`config.mk`:
```
export PLATFORM = sky130hd
export DESIGN_NAME = ber_ctrl
export DESIGN_NICKNAME = d
export VERILOG_FILES = /design/src/rtl/ber_ctrl_pkg.sv /design/src/rtl/sat_counter.sv /design/src/rtl/ber_ctrl.sv
export SDC_FILE = /design/constraint.sdc
export NUM_CORES = 1
export LEC_CHECK = 0
export CORE_UTILIZATION = 60
export CTS_CLUSTER_DIAMETER = 200
export DETAILED_ROUTE_END_ITERATION = 8
export GPL_TIMING_DRIVEN = 0
export HOLD_SLACK_MARGIN = 0.1
export PLACE_DENSITY = 0.85
export SYNTH_ARGS = -nofsm -noshare
export SYNTH_HDL_FRONTEND = slang
export SYNTH_SLANG_ARGS = --single-unit
```
`constraint.sdc`:
```
create_clock -name clk -period 5.6 [get_ports clk]
set_clock_uncertainty 0.05 [all_clocks]
set_input_delay 1.12 -clock clk [delete_from_list [all_inputs] [get_ports clk]]
set_output_delay 1.12 -clock clk [all_outputs]
set_load 0.02 [all_outputs]
```
`src/rtl/ber_ctrl_pkg.sv`:
```
// Shared types and constants for the BER measurement controller.
// The alignment length is derived from the checker's PRBS length.
package ber_ctrl_pkg;

    localparam int SEQ_LEN_DEF = 511;
    localparam int REG_LEN_DEF = 32;

    typedef enum logic [2:0] {
        IDLE    = 3'd0,
        CLEAR   = 3'd1,
        ALIGN   = 3'd2,
        MEASURE = 3'd3,
        DONE    = 3'd4
    } state_t;

    function automatic int align_len(input int seq_len);
        return seq_len * (seq_len + 1) + 1;
    endfunction

    function automatic int align_width(input int seq_len);
        return $clog2(align_len(seq_len) + 1);
    endfunction

    localparam int ALIGN_LEN_DEF = align_len(SEQ_LEN_DEF);
    localparam int ALIGN_W_DEF   = align_width(SEQ_LEN_DEF);

endpackage

```
`src/rtl/sat_counter.sv`:
```
// Saturating up-counter with synchronous clear.
// count presents the running total including this cycle's increment.
module sat_counter #(
    parameter int WIDTH = 32
) (
    input  logic             clk,
    input  logic             rst,
    input  logic             clr,
    input  logic             inc_en,
    input  logic             inc,
    output logic [WIDTH-1:0] count
);

    logic [WIDTH-1:0] count_q;

    always_comb begin
        count = count_q;
        if (clr) begin
            count = '0;
        end else if (inc_en && inc && (count_q != '1)) begin
            count = count_q + 1'b1;
        end
    end

    always_ff @(posedge clk or negedge rst) begin
        if (!rst) begin
            count_q <= '0;
        end else begin
            count_q <= count;
        end
    end

endmodule

```
`src/rtl/ber_ctrl.sv`:
```
// Sequencer for one BER measurement window: clear, PRBS alignment, counting, commit.
//   state   | meaning
//   IDLE    | waiting for start; results held
//   CLEAR   | one cycle of ber_clr to the checker
//   ALIGN   | let the checker lock; ALIGN_LEN ticks discarded
//   MEASURE | count bits and errors until win_len bits seen
//   DONE    | results committed, done pulse
import ber_ctrl_pkg::*;

module ber_ctrl #(
    parameter int SEQ_LEN = SEQ_LEN_DEF,
    parameter int REG_LEN = REG_LEN_DEF
) (
    input  logic               clk,
    input  logic               rst,
    input  logic               start,
    input  logic               abort,
    input  logic [REG_LEN-1:0] win_len,
    input  logic               sample_tick,
    input  logic               err_in,
    output logic               ber_enable,
    output logic               ber_clr,
    output logic               busy,
    output logic               done,
    output logic               aborted,
    output logic               cfg_err,
    output logic [REG_LEN-1:0] res_bits,
    output logic [REG_LEN-1:0] res_errs
);

    localparam int ALIGN_LEN = align_len(SEQ_LEN);
    localparam int ALIGN_W   = align_width(SEQ_LEN);

    state_t               state;
    logic [REG_LEN-1:0]   win_q;
    logic [REG_LEN-1:0]   bit_cnt;
    logic [REG_LEN-1:0]   bit_nxt;
    logic [REG_LEN-1:0]   err_run;
    logic [ALIGN_W-1:0]   align_cnt;
    logic                 accept;
    logic                 err_inc_en;

    assign accept     = (state == IDLE) && start && !abort && (win_len != '0);
    assign err_inc_en = (state == MEASURE) && sample_tick && !abort;
    assign bit_nxt    = bit_cnt + 1'b1;
    assign ber_enable = sample_tick && ((state == ALIGN) || (state == MEASURE));
    assign busy       = (state != IDLE);

    sat_counter #(
        .WIDTH (REG_LEN)
    ) u_err_cnt (
        .clk    (clk),
        .rst    (rst),
        .clr    (accept),
        .inc_en (err_inc_en),
        .inc    (err_in),
        .count  (err_run)
    );

    always_ff @(posedge clk or negedge rst) begin
        if (!rst) begin
            state     <= IDLE;
            win_q     <= '0;
            bit_cnt   <= '0;
            align_cnt <= '0;
            res_bits  <= '0;
            res_errs  <= '0;
            done      <= 1'b0;
            aborted   <= 1'b0;
            cfg_err   <= 1'b0;
            ber_clr   <= 1'b0;
        end else begin
            done    <= 1'b0;
            aborted <= 1'b0;
            cfg_err <= 1'b0;
            ber_clr <= 1'b0;
            case (state)
                IDLE: begin
                    // abort in IDLE has nothing to cancel but still swallows a start
                    if (start && !abort) begin
                        if (win_len == '0) begin
                            cfg_err <= 1'b1;
                        end else begin
                            win_q     <= win_len;
                            bit_cnt   <= '0;
                            align_cnt <= '0;
                            ber_clr   <= 1'b1;
                            state     <= CLEAR;
                        end
                    end
                end
                CLEAR: begin
                    if (abort) begin
                        aborted <= 1'b1;
                        state   <= IDLE;
                    end else begin
                        state <= ALIGN;
                    end
                end
                ALIGN: begin
                    if (abort) begin
                        aborted <= 1'b1;
                        state   <= IDLE;
                    end else if (sample_tick) begin
                        align_cnt <= align_cnt + 1'b1;
                        if (align_cnt == ALIGN_W'(ALIGN_LEN - 1)) begin
                            state <= MEASURE;
                        end
                    end
                end
                MEASURE: begin
                    if (abort) begin
                        aborted <= 1'b1;
                        state   <= IDLE;
                    end else if (sample_tick) begin
                        bit_cnt <= bit_nxt;
                        if (bit_nxt == win_q) begin
                            res_bits <= bit_nxt;
                            res_errs <= err_run;
                            done     <= 1'b1;
                            state    <= DONE;
                        end
                    end
                end
                DONE: begin
                    state <= IDLE;
                end
                default: begin
                    state <= IDLE;
                end
            endcase
        end
    end

endmodule

```
==> flow_summary.toml, run 1 <==
[logic_synthesis]
synth_cell_types = 79
yosysWarnings = 0
synthFlopType = "dfrtp_1"
synth_seq_cells = 185
synthCells = 970
ys_top_cells_by_area = "dfrtp_1 46%, mux2_1 6.5%, xor2_1 4.5%"
syn_avg_cell_area_sq_um = 10.4
yosysSeqAreaShare_pct = 46.0
syn_nets = 1012
syn_area_sq_mm = 0.0101
synth_top_area_share_pct = 46.0
async_flop_share_pct = 100
synth_edf_count = 0
yosysTopAreaCell = "dfrtp_1"

[status]
status = "completed"

[sta]
layout_worst_path_cycle_share_pct = 87.0
slew_headroom_pct = 9.56
setup_violations = 0
tightest_slew_ps = 1350
slew_violations = 0
worst_hold_slack_ps = 437
worst_slack_ps = 726
rsz0062_at_grt = "false"
fin_crit_ps = 4870
hold_viol = 0
max_freq_mhz = 205

[route]
vias_per_cell = 6.23
ant_nets = 0
vias = 8258
drtPass1Iterations = 8
routed_wl_microns = 27400
wire_per_inst_microns = 20.7
drt-initial-drc-count = 871
drc = 0

[finish]
fillCellCount = 1159
diodes = 0
drive_gt1_share_pct = 9.46
ff_latch_area_sq_mm = 0.00463
fin_area_sq_mm = 0.0120
areaGrowthSynthToFinish_pct = 19.6
finalNonFillerCells = 1326
multi_input_area_sq_mm = 0.00505
fin_util_pct = 74.7
fin_nets = 1139

[setup_path]
required_ps = 5870
crit_fanout = 10
slowest_stage = "nor3b_1"
cp_data_arrival_time_ps = 5140
worstPathCellList = "clkdlybuf4s50_1 > nor3b_1 > and2_1 > clkbuf_1 > nand2_1 > nor3b_1 > nand3_1 > xor2_1 > nor2_1 > mux2_1"
crit_top_cell = "nor3b_1"
rr_endpoint = "res_bits[30]"
r2r_slack_ps = 1220
r2r_start = "bit_cnt[0]"
crit_path_end_kind = "flop"
slowest_delay_ps = 1130
worstSetupPathType = "input port to flop"
reg2reg_depth = 11
start_kind = "input port"

[die]
top_level_ports = 108
die_h_microns = 131
core_sq_mm = 0.0161
design.die.area_sq_mm = 0.0173
start_util_pct = 62.4
placementRows = 46
die_x_microns = 131

[hold_path]
min_from = "res_errs[13]"
worstHoldPathType = "flop to flop"
min_to = "res_errs[13]"
min_path_cells = 1

[global_routing]
grt_usage_pct = 32.8
grt_max_degree = 101
grt_pass1_wl_microns = 43800
antenna_found_initial = 0
grt_pass1_vias = 7974
grt-ovfl-total = 0

[clock_tree]
ctsResizeCount = 0
cts_buffers = 17
clockRootBuffer = "clkbuf_16"
cts_hold_buf = 0
clockBufferDepth = 2
cts_tree = "done"
ctsHtreeMaxLevel = 4
cts_setup_buffers = 0
cts_sinks = 185
clkLatencyLatePin_ps = 440
cts.clk_slew.worst_paths_ps = 70

[placement]
pre_cts_ws_ps = 514
dp_cells = 1294
port_buffers = 107
dpl_cell_area_sq_mm = 0.0114
gp_congestion = 0.999
hpwl_microns = 19400

[run]
drv_cap = 0

[power_and_ir_drop]
power.density_mw_per_mm2 = 310
ir_drop_mv = 0.258
leakagePower_nw = 5.42
[cells in the final DEF, fill, tap and decap left out, types with 12 or more instances in the layout]
cell type,count
xor2_1,52
nor2_1,99
mux2_2,31
nand3_1,37
inv_1,19
dfrtp_1,185
nand2_1,57
o31ai_1,15
nor3b_1,12
nand4_1,27
mux2_1,58
clkbuf_16,17
a21oi_1,15
o21ai_0,54
and4_1,15
nor4_1,20
nor3_1,15
and2_1,14
and3_1,33
xnor2_1,44
clkbuf_1,32
clkdlybuf4s50_1,106
[layer usage]
metal  global-route usage [%]  vias to the layer above  wire, microns
met5                        0                        -              0
met4                     10.1                        0            582
met3                     5.56                       51           1980
met2                     51.9                      364          13000
met1                     46.1                     4100          11800
li1                         -                     3743              -
[synthesized netlist by cell type (all sizes together) (19+ instances only)]
library cell	number
and3	33
buf	29
clkbuf	29
dfrtp	185
inv	19
mux2	89
nand2	57
nand3	38
nand4	30
nor2	99
nor4	26
o21ai	56
xnor2	44
xor2	52
[kinds of logic (layout without fill, tap and decap cells)]
logic type / Yosys count / after routing / synth area share, %
buffers and inverters: 77 / 217 / 3.72
AO/OA/AOI/OAI: 129 / 129 / 8.40
adder cells (fa/ha/maj): 4 / 4 / 0.498
AND/OR/NAND/NOR: 376 / 376 / 21.0
flip-flops: 185 / 185 / 46.0
XOR/XNOR: 101 / 101 / 9.49
multiplexers: 98 / 98 / 10.9
[layout make-up]
cell class              count  area share, %
plain buffers              58           2.52
clock buffers              20           3.63
clock inverters            12           1.35
inverters                  19          0.593
multi-input cells         708           42.0
flip-flops and latches    185           38.5
well taps                 216           2.25
repair buffers            108           9.17
[worst max-delay path by stage]
stage              endpoint  slack [ps]  cells past startpoint  startpoint
3_5_place_dp   res_errs[14]         510                     10       abort
2_1_floorplan      state[0]        2130                     10  bit_cnt[1]
3_3_place_gp      win_q[13]       -4150                      1         rst
4_1_cts        res_errs[14]         880                     10       abort
6_report       res_errs[14]         730                     10       abort
5_1_grt        res_errs[27]         630                     10       abort
[per-stage QoR]
stage / total power [W] / TNS, ps
final: 0.00373 / 0
after floorplan: 0.00216 / 0
after detailed placement: 0.00246 / 0
after global routing: 0.00388 / 0
after global placement: 0.00243 / -763690
after CTS: 0.00372 / 0
[worst max-delay path, delay by kind of cell]
family / cells / cell delay [ps]
muxes: 1 / 310
buffers and inverters: 2 / 980
and+or+nand+nor: 6 / 2490
xor gates and xnor gates: 1 / 230
[sequential cells by signal, summed over array words and instances (netlist names)]
signal and count:
bit_cnt 32, res_bits 32, res_errs 32, u_err_cnt.count_q 32, win_q 32, align_cnt 18, state 3, aborted 1
ber_clr 1, cfg_err 1, done 1
[report_power, final]
part,internal [W],total (W),switching (W)
logic,0.000390,0.000812,0.000422
clock network,0.000712,0.00125,0.000541
registers,0.00148,0.00166,0.000187
Note: power is estimated with default switching activity, not from simulation.
==> inputs of run 2 (changes only) <==
CORE_UTILIZATION = 25   (was 60)
PLACE_DENSITY = 0.43   (was 0.85)
==> flow_summary.toml, run 2 (same netlist as run 1, synthesis figures left out) <==
[status]
status = "completed"

[global_routing]
grt_pass1_wl_microns = 48700
antenna_found_initial = 0
grt_max_degree = 111
grt_usage_pct = 15.7
grt-ovfl-total = 0
grt_pass1_vias = 8069

[sta]
layout_worst_path_cycle_share_pct = 80.7
tightest_slew_ps = 1240
rsz0062_at_grt = "false"
max_freq_mhz = 221
hold_viol = 0
setup_violations = 0
worst_hold_slack_ps = 434
tns_ps = 0
fin_crit_ps = 4520
slew_violations = 0
slew_headroom_pct = 16.9

[placement]
gp_congestion = 0.903
dp_cells = 1603
hpwl_microns = 22800
port_buffers = 107

[finish]
ff_latch_area_sq_mm = 0.00463
finalNonFillerCells = 1635
multi_input_area_sq_mm = 0.00506
drive_gt1_share_pct = 9.73
final_cell_mix = "185 x dfrtp_1, 106 x clkdlybuf4s50_1, 99 x nor2_1"
fin_nets = 1139
diodes = 0
fillCellCount = 4152
areaGrowthSynthToFinish_pct = 23.5
final_common_cell = "dfrtp_1"

[power_and_ir_drop]
power_switching_w = 0.00120
power_frac_seq_pct = 44.4
power.density_mw_per_mm2 = 302
clkPwrFrac_pct = 34.0
total_power_w = 0.00375
ir_drop_mv = 0.223
p_sw_share_pct = 32.1
leakagePower_nw = 5.42
p_comb_share_pct = 21.6
internal_power_w = 0.00255

[route]
drtPass1Iterations = 5
drc = 0
drt-initial-drc-count = 524
routed_wl_microns = 31100
vias = 7789
wire_per_inst_microns = 19.0
ant_nets = 0
vias_per_cell = 4.76

[hold_path]
worstHoldPathType = "flop to flop"

[setup_path]
crit_path_end_kind = "flop"
required_ps = 5880
start_kind = "flop"
cp_data_arrival_time_ps = 4800
crit_fanout = 10
r2r_slack_ps = 1080
worstSetupPathType = "flop to flop"

[die]
die_x_microns = 203
start_util_pct = 25.3
top_level_ports = 108
placementRows = 73
die_h_microns = 203
design.die.area_sq_mm = 0.0410
core_sq_mm = 0.0397

[clock_tree]
ctsHtreeMaxLevel = 4
clkLatencyLatePin_ps = 460
cts.clk_slew.worst_paths_ps = 80
cts_buffers = 17
clockBufferDepth = 2
clockRootBuffer = "clkbuf_16"
cts_sinks = 185
cts_tree = "done"
ctsResizeCount = 0
cts_hold_buf = 0
cts_setup_buffers = 0

[run]
drv_cap = 0
## run 2: cell count changes in the layout (fill, tap and decap cells not counted), sizes merged
cell / previous run / this run
inv: 24 / 26
bufinv: 3 / 2
clkbuf: 49 / 48
## run 2: metal layers
layer	global-route usage, %	up-vias	share of wire, %
li1	-	3736	-
met1	20.5	3859	45
met2	25.2	153	47
met5	0	-	0
met3	3.43	41	4.0
met4	6.28	0	3.2
## run 2: layout make-up
type / count / share of cell area [%]
Buffer: 58 / 2.44
Multi-Input combinational cell: 708 / 40.7
Sequential cell: 185 / 37.3
Timing Repair Buffer: 108 / 8.88
Clock inverter: 13 / 1.27
Tap cell: 525 / 5.29
Clock buffer: 19 / 3.56
Inverter: 19 / 0.574
## run 2: path summary, 6_finish.rpt
| kind | from | endpoint | cells past startpoint |
|---|---|---|---|
| min in group asynchronous | rst | res_bits[18] | 1 |
| max in group asynchronous | rst | bit_cnt[30] | 2 |
| worst min register to register | res_bits[10] | res_bits[10] | 1 |
| worst max register to register | bit_cnt[0] | res_bits[29] | 11 |
| worst min-delay path | res_bits[10] | res_bits[10] | 1 |
| worst max-delay path | bit_cnt[0] | res_bits[29] | 11 |
## run 2: power groups by stage
stage	clock, W	sequential (W)	combinational (W)
floorplan	0	0.00161	0.000550
global placement	0	0.00169	0.000811
detailed placement	0	0.00169	0.000813
CTS	0.00133	0.00166	0.000819
global route	0.00138	0.00168	0.000896
finish	0.00128	0.00167	0.000809
## run 2: critical path, stage by stage (launching register included)
cell and delay, ps:
dfrtp_1 350, buf_2 210, nand4_2 330, nor4_1 820
mux2i_1 540, nand2_1 90, a2111oi_0 610, nand4b_1 200
nor4_1 320, buf_4 310, buf_6 210, mux2_1 340
## run 2: metrics by stage
stage,area (sq um),utilization [%],setup WS (ps)
floorplan,10100,-,2130
global placement,11800,29.7,-5240
detailed placement,11800,29.7,457
CTS,12400,31.3,957
global route,12400,31.3,820
finish,12400,31.3,1080
